`config.mk`:
```
export PLATFORM = sky130hd
export DESIGN_NAME = memory_arbiter_rr
export DESIGN_NICKNAME = d
export VERILOG_FILES = /design/src/rtl/memory_arbiter_rr.sv
export SDC_FILE = /design/constraint.sdc
export NUM_CORES = 1
export LEC_CHECK = 0
export ABC_CLOCK_PERIOD_IN_PS = 6490
export CORE_AREA = 2 2 166 168
export DETAILED_ROUTE_END_ITERATION = 10
export DIE_AREA = 0 0 168 170
export GPL_TIMING_DRIVEN = 1
export PLACE_DENSITY = 0.42
export RECOVER_POWER = 50
export SYNTH_ARGS = -nofsm -noshare
export SYNTH_HDL_FRONTEND = slang
export SYNTH_SLANG_ARGS = --single-unit
```
`constraint.sdc`:
```
create_clock -name CLK -period 6.49 [get_ports CLK]
set_input_delay 1.947 -clock CLK [delete_from_list [all_inputs] [get_ports CLK]]
set_output_delay 1.947 -clock CLK [all_outputs]
set_load 0.02 [all_outputs]
```
`src/rtl/memory_arbiter_rr.sv`:
```
// rtl/memory_arbiter_rr.sv - round-robin arbiter sharing one RAM among per-core I/D channels
module memory_arbiter_rr #(
  parameter int CPUS = 2,
  parameter int AW   = 32,
  parameter int DW   = 32
) (
  input  logic               CLK,
  input  logic               nRST,
  input  logic [CPUS-1:0]    iREN,
  input  logic [CPUS-1:0]    dREN,
  input  logic [CPUS-1:0]    dWEN,
  input  logic [CPUS*AW-1:0] iaddr,
  input  logic [CPUS*AW-1:0] daddr,
  input  logic [CPUS*DW-1:0] dstore,
  output logic [CPUS-1:0]    iwait,
  output logic [CPUS-1:0]    dwait,
  output logic [CPUS*DW-1:0] iload,
  output logic [CPUS*DW-1:0] dload,
  output logic               ramREN,
  output logic               ramWEN,
  output logic [AW-1:0]      ramaddr,
  output logic [DW-1:0]      ramstore,
  input  logic [DW-1:0]      ramload,
  input  logic [1:0]         ramstate
);

  localparam int PW = (CPUS > 1) ? $clog2(CPUS) : 1;

  localparam logic [0:0] ST_IDLE  = 1'b0;
  localparam logic [0:0] ST_GRANT = 1'b1;

  localparam logic [1:0] RAM_ACCESS = 2'd2;

  logic [0:0]    state_q, state_d;
  logic [PW-1:0] rr_ptr_q, rr_ptr_d;
  logic [PW-1:0] gcore_q, gcore_d;
  logic          gtype_q, gtype_d;   // 1 = data channel, 0 = instruction channel

  logic [CPUS-1:0] dreq;
  logic [CPUS-1:0] ireq;
  logic            scan_hit;
  logic [PW-1:0]   scan_core;
  logic            scan_data;
  logic            grant_live;
  logic            grant_write;
  logic [AW-1:0]   g_iaddr;
  logic [AW-1:0]   g_daddr;
  logic [DW-1:0]   g_dstore;

  // A write wins when a core raises dREN and dWEN together
  assign dreq = dREN | dWEN;
  assign ireq = iREN;

  // Read data is simply broadcast; only the core whose wait drops consumes it
  assign iload = {CPUS{ramload}};
  assign dload = {CPUS{ramload}};

  // Granted core's request, live-sampled so an abort is seen the same cycle
  assign grant_live  = gtype_q ? dreq[gcore_q] : ireq[gcore_q];
  assign grant_write = dWEN[gcore_q];
  assign g_iaddr     = iaddr[int'(gcore_q)*AW +: AW];
  assign g_daddr     = daddr[int'(gcore_q)*AW +: AW];
  assign g_dstore    = dstore[int'(gcore_q)*DW +: DW];

  // Scan cores from rr_ptr upward with explicit wrap; first requester wins, data over instruction
  always_comb begin
    int            idx;
    logic [PW-1:0] cidx;
    idx       = 0;
    cidx      = '0;
    scan_hit  = 1'b0;
    scan_core = '0;
    scan_data = 1'b0;
    for (int i = 0; i < CPUS; i++) begin
      idx = int'(rr_ptr_q) + i;
      if (idx >= CPUS) begin
        idx = idx - CPUS;
      end
      cidx = idx[PW-1:0];
      if (!scan_hit && (dreq[cidx] || ireq[cidx])) begin
        scan_hit  = 1'b1;
        scan_core = cidx;
        scan_data = dreq[cidx];
      end
    end
  end

  // Next-state, RAM drive and wait generation
  always_comb begin
    state_d  = state_q;
    rr_ptr_d = rr_ptr_q;
    gcore_d  = gcore_q;
    gtype_d  = gtype_q;
    ramREN   = 1'b0;
    ramWEN   = 1'b0;
    ramaddr  = '0;
    ramstore = '0;
    iwait    = '1;
    dwait    = '1;
    case (state_q)
      ST_IDLE: begin
        if (scan_hit) begin
          gcore_d = scan_core;
          gtype_d = scan_data;
          state_d = ST_GRANT;
        end
      end
      ST_GRANT: begin
        if (!grant_live) begin
          // Requester walked away: release the RAM, keep rr_ptr so it is rescanned first
          state_d = ST_IDLE;
        end else begin
          if (gtype_q) begin
            ramaddr = g_daddr;
            if (grant_write) begin
              ramWEN   = 1'b1;
              ramstore = g_dstore;
            end else begin
              ramREN = 1'b1;
            end
          end else begin
            ramREN  = 1'b1;
            ramaddr = g_iaddr;
          end
          // FREE, BUSY and ERROR all hold the grant; only ACCESS completes it
          if (ramstate == RAM_ACCESS) begin
            if (gtype_q) begin
              dwait[gcore_q] = 1'b0;
            end else begin
              iwait[gcore_q] = 1'b0;
            end
            state_d  = ST_IDLE;
            rr_ptr_d = (int'(gcore_q) == CPUS - 1) ? '0 : gcore_q + 1'b1;
          end
        end
      end
      default: state_d = ST_IDLE;
    endcase
  end

  // State and grant registers
  always_ff @(posedge CLK or negedge nRST) begin
    if (!nRST) begin
      state_q  <= ST_IDLE;
      rr_ptr_q <= '0;
      gcore_q  <= '0;
      gtype_q  <= 1'b0;
    end else begin
      state_q  <= state_d;
      rr_ptr_q <= rr_ptr_d;
      gcore_q  <= gcore_d;
      gtype_q  <= gtype_d;
    end
  end

endmodule

```
==> impl_results.md <==
- CTS tree: done
- Net Sw Power: 709 µW
- Fmax: 161 MHz
- Fin. max-slew vios: 0
- Slew HR: 0.576
- Final critical-path share of the clock period: 0.959
- CTS buffer count: 3
- Mapped Area: 2730 µm²
- Worst setup SP type: input port
- Layout Cells excl Fill: slightly below 800
- Mapped Nets: 546
- Final wirelength: roughly 13 mm
- Combinational share of power: 0.872
- Die footprint: 28600 µm²
- NumNets Final: 680
- CORE AREA: 26700 µm²
- Cell family with most CP delay: buffers and inverters
- Placed insts: 782
- Hold Crit Start: state_q$_DFF_PN0_
- Vias after detailed routing: 2705
- Worst skew pair latency: 0.23 ns
- I/O pin total: 432
- Max_cap viols: 0
- Status: completed
- Maximum fanout along the worst path: 12
- Worst IR Drop VDD: 140 µV
- Worst slew pin tran: roughly 0.64 ns
- Unrepaired setup endpoints after global routing: false
- Fin crit period: approximately 6.2 ns
- Die Wd: ~170 µm
- Vias/cell: 3.45
- Antenna-violating nets left: 0
- Synth cell types: 27
- Vias in the first global route: about 3000
- Global route overflow: 0
- Worst-path cell chain: dlygate4sd3_1, nor4b_1, a31o_1, or2_1, buf_4, or3_1, clkdlybuf4s50_1
- Die H: 170 µm
- Pwr per Cell Area: 311 nW/µm²
- Area after DPL: 4870 µm²
- Setup violators final: 0
- CP peak stage delay: 0.64 ns
- Flops & latches, synth: 4
- Worst setup EP type: output pin
- Root Buffer: clkbuf_16
- Initial antenna violation count: 0
- Int Power: 830 µW
- First-pass GRT wire length: 18.4 mm
- # hold bufs at CTS: 0
- R2r startpoint: gcore_q$_DFFE_PN0P_
- Clock power share: 0.063
- PortBufs: 271
- Drt pass-1 iters: 4
- CTS Buffer Depth: 2
- Most frequent cells in the layout: 260 x clkdlybuf4s50_1, 34 x nor2_1, 33 x nor2b_1
- Critical path class: in2out
- Ys async rst share: 1.00
- Ant. Diodes: 0
- All-layer global routing usage: 0.0839
- EDFF count, synth: 0
- Setup total negative slack: 0 ns
- Mean Syn Cell Area: 8.73 µm²
- Placer Congestion: 0.846
- Worst-path clk slew: 0.03 ns
- Commonest non-fill, non-tap cell in the layout: clkdlybuf4s50_1
- Synthesis-to-layout area growth: 81.3%
- Rows: 60
- H-Tree Depth: 1
- Crit-path slowest cell: dlygate4sd3_1
- Synth Warn #: 0
- Leakage: 1.71 nW
- CP bufs+invs: 3
- HP Class: reg2reg
- Layout cell share with drive strength beyond 1: 0.122
- Cell count after synthesis: ~310
- Sw frac: 0.461
- Post-DP HPWL: 11.6 mm
- CTS sink count: 4
- PostCTS Resize Cnt: 0
- Setup repair bufs after CTS: 0
- Largest net degree at the start of global routing: between 40 and 50
- Worst Setup SP: dWEN[0]
- Initial Util: 0.102
- Seq/Total Area, Yosys: 0.0367
- Main synth FF type: dfrtp_1
- Final Cell Area: between 4000 and 5000 µm²
- Drt drc: 0
- Part of the power in registers: 0.066
- Setup Skew: about 0.0014 ns
- Crit path arrival time: 4.28 ns
- Drt wl/cell: 16.9 µm
- Hold Vio Cnt, Final: 0
- Initial DRC count: between 80 and 90
- Worst path required time: 4.54 ns
[through the flow]
step / utilization / hold WS, ns / power, mW / setup slack (ns)
2_1_floorplan: - / 0.486 / 0.970 / 1.46
3_3_place_gp: 0.183 / 0.541 / 1.47 / 0.393
3_5_place_dp: 0.183 / 0.530 / 1.48 / 0.340
4_1_cts: 0.185 / 0.548 / 1.58 / 0.337
5_1_grt: 0.185 / 0.596 / 1.64 / 0.183
6_report: 0.185 / 0.556 / 1.54 / 0.265
[worst reg2reg max path, stage by stage (launching register included)]
cell and delay, ns:
dfrtp_4 0.78, mux2_2 0.41, o21ai_0 0.25, or2_1 0.23, buf_4 0.20, o21ai_0 0.11
[cells by family (layout without fill, tap and decap cells)]
kind of cell,count (synthesis),count (layout),share of synthesized area
AOI/OAI and AO/OA,12,12,0.0289
buffers and inverters,149,281,0.390
DFF,4,4,0.0367
muxes,66,66,0.390
and+or+nand+nor,81,81,0.154
[cell type report]
class | instances | area, µm²
tap | 341 | 427
clock buffer | 3 | 75.1
inverter | 2 | 7.51
multi-input combinational | 159 | 1560
timing repair buffer | 276 | 2770
sequential | 4 | 105
fill | 2951 | 21700
[flip-flops by register name (all words and copies together) (netlist names)]
signal	flops
gcore_q	1
state_q	1
rr_ptr_q	1
gtype_q	1
[power by group through the flow]
stage                     clock, mW  combinational, mW  sequential (mW)
after detailed placement          0               1.37            0.105
final                        0.0966               1.34            0.101
after global placement            0               1.37            0.104
after global routing         0.0994               1.43            0.108
after floorplan                   0              0.923           0.0471
after CTS                    0.0978               1.38            0.103
[metal layers]
| layer | global-route usage | wire length, µm | vias to the layer above |
|---|---|---|---|
| li1 | - | - | 1213 |
| met1 | 0.0951 | 4940 | 1211 |
| met2 | 0.153 | 6450 | 220 |
| met3 | 0.0186 | 1360 | 61 |
| met4 | 0.0329 | 483 | 0 |
| met5 | 0 | 0 | - |
[Yosys cell counts, types with 3 or more instances]
master | instances | area (µm²)
buf_2 | 9 | 45.0
buf_4 | 129 | 968
clkbuf_1 | 6 | 22.5
dfrtp_1 | 4 | 100
mux2i_1 | 32 | 320
mux4_2 | 32 | 721
nand2_1 | 3 | 11.3
nor2_1 | 34 | 128
nor2b_1 | 33 | 206
nor3_1 | 3 | 15.0
o21ai_0 | 4 | 20.0
o31ai_1 | 3 | 22.5
[worst paths after layout]
check                                           end  cells past startpoint  slack, ns
worst max-delay path                       dwait[1]                      7       0.26
worst min-delay path            gcore_q$_DFFE_PN0P_                      1       0.56
worst max register to register    state_q$_DFF_PN0_                      5       4.38
worst min register to register  gcore_q$_DFFE_PN0P_                      1       0.56
max in group asynchronous       gcore_q$_DFFE_PN0P_                      1       4.31
min in group asynchronous         state_q$_DFF_PN0_                      1       1.99
(Power assumes the default switching activity.)
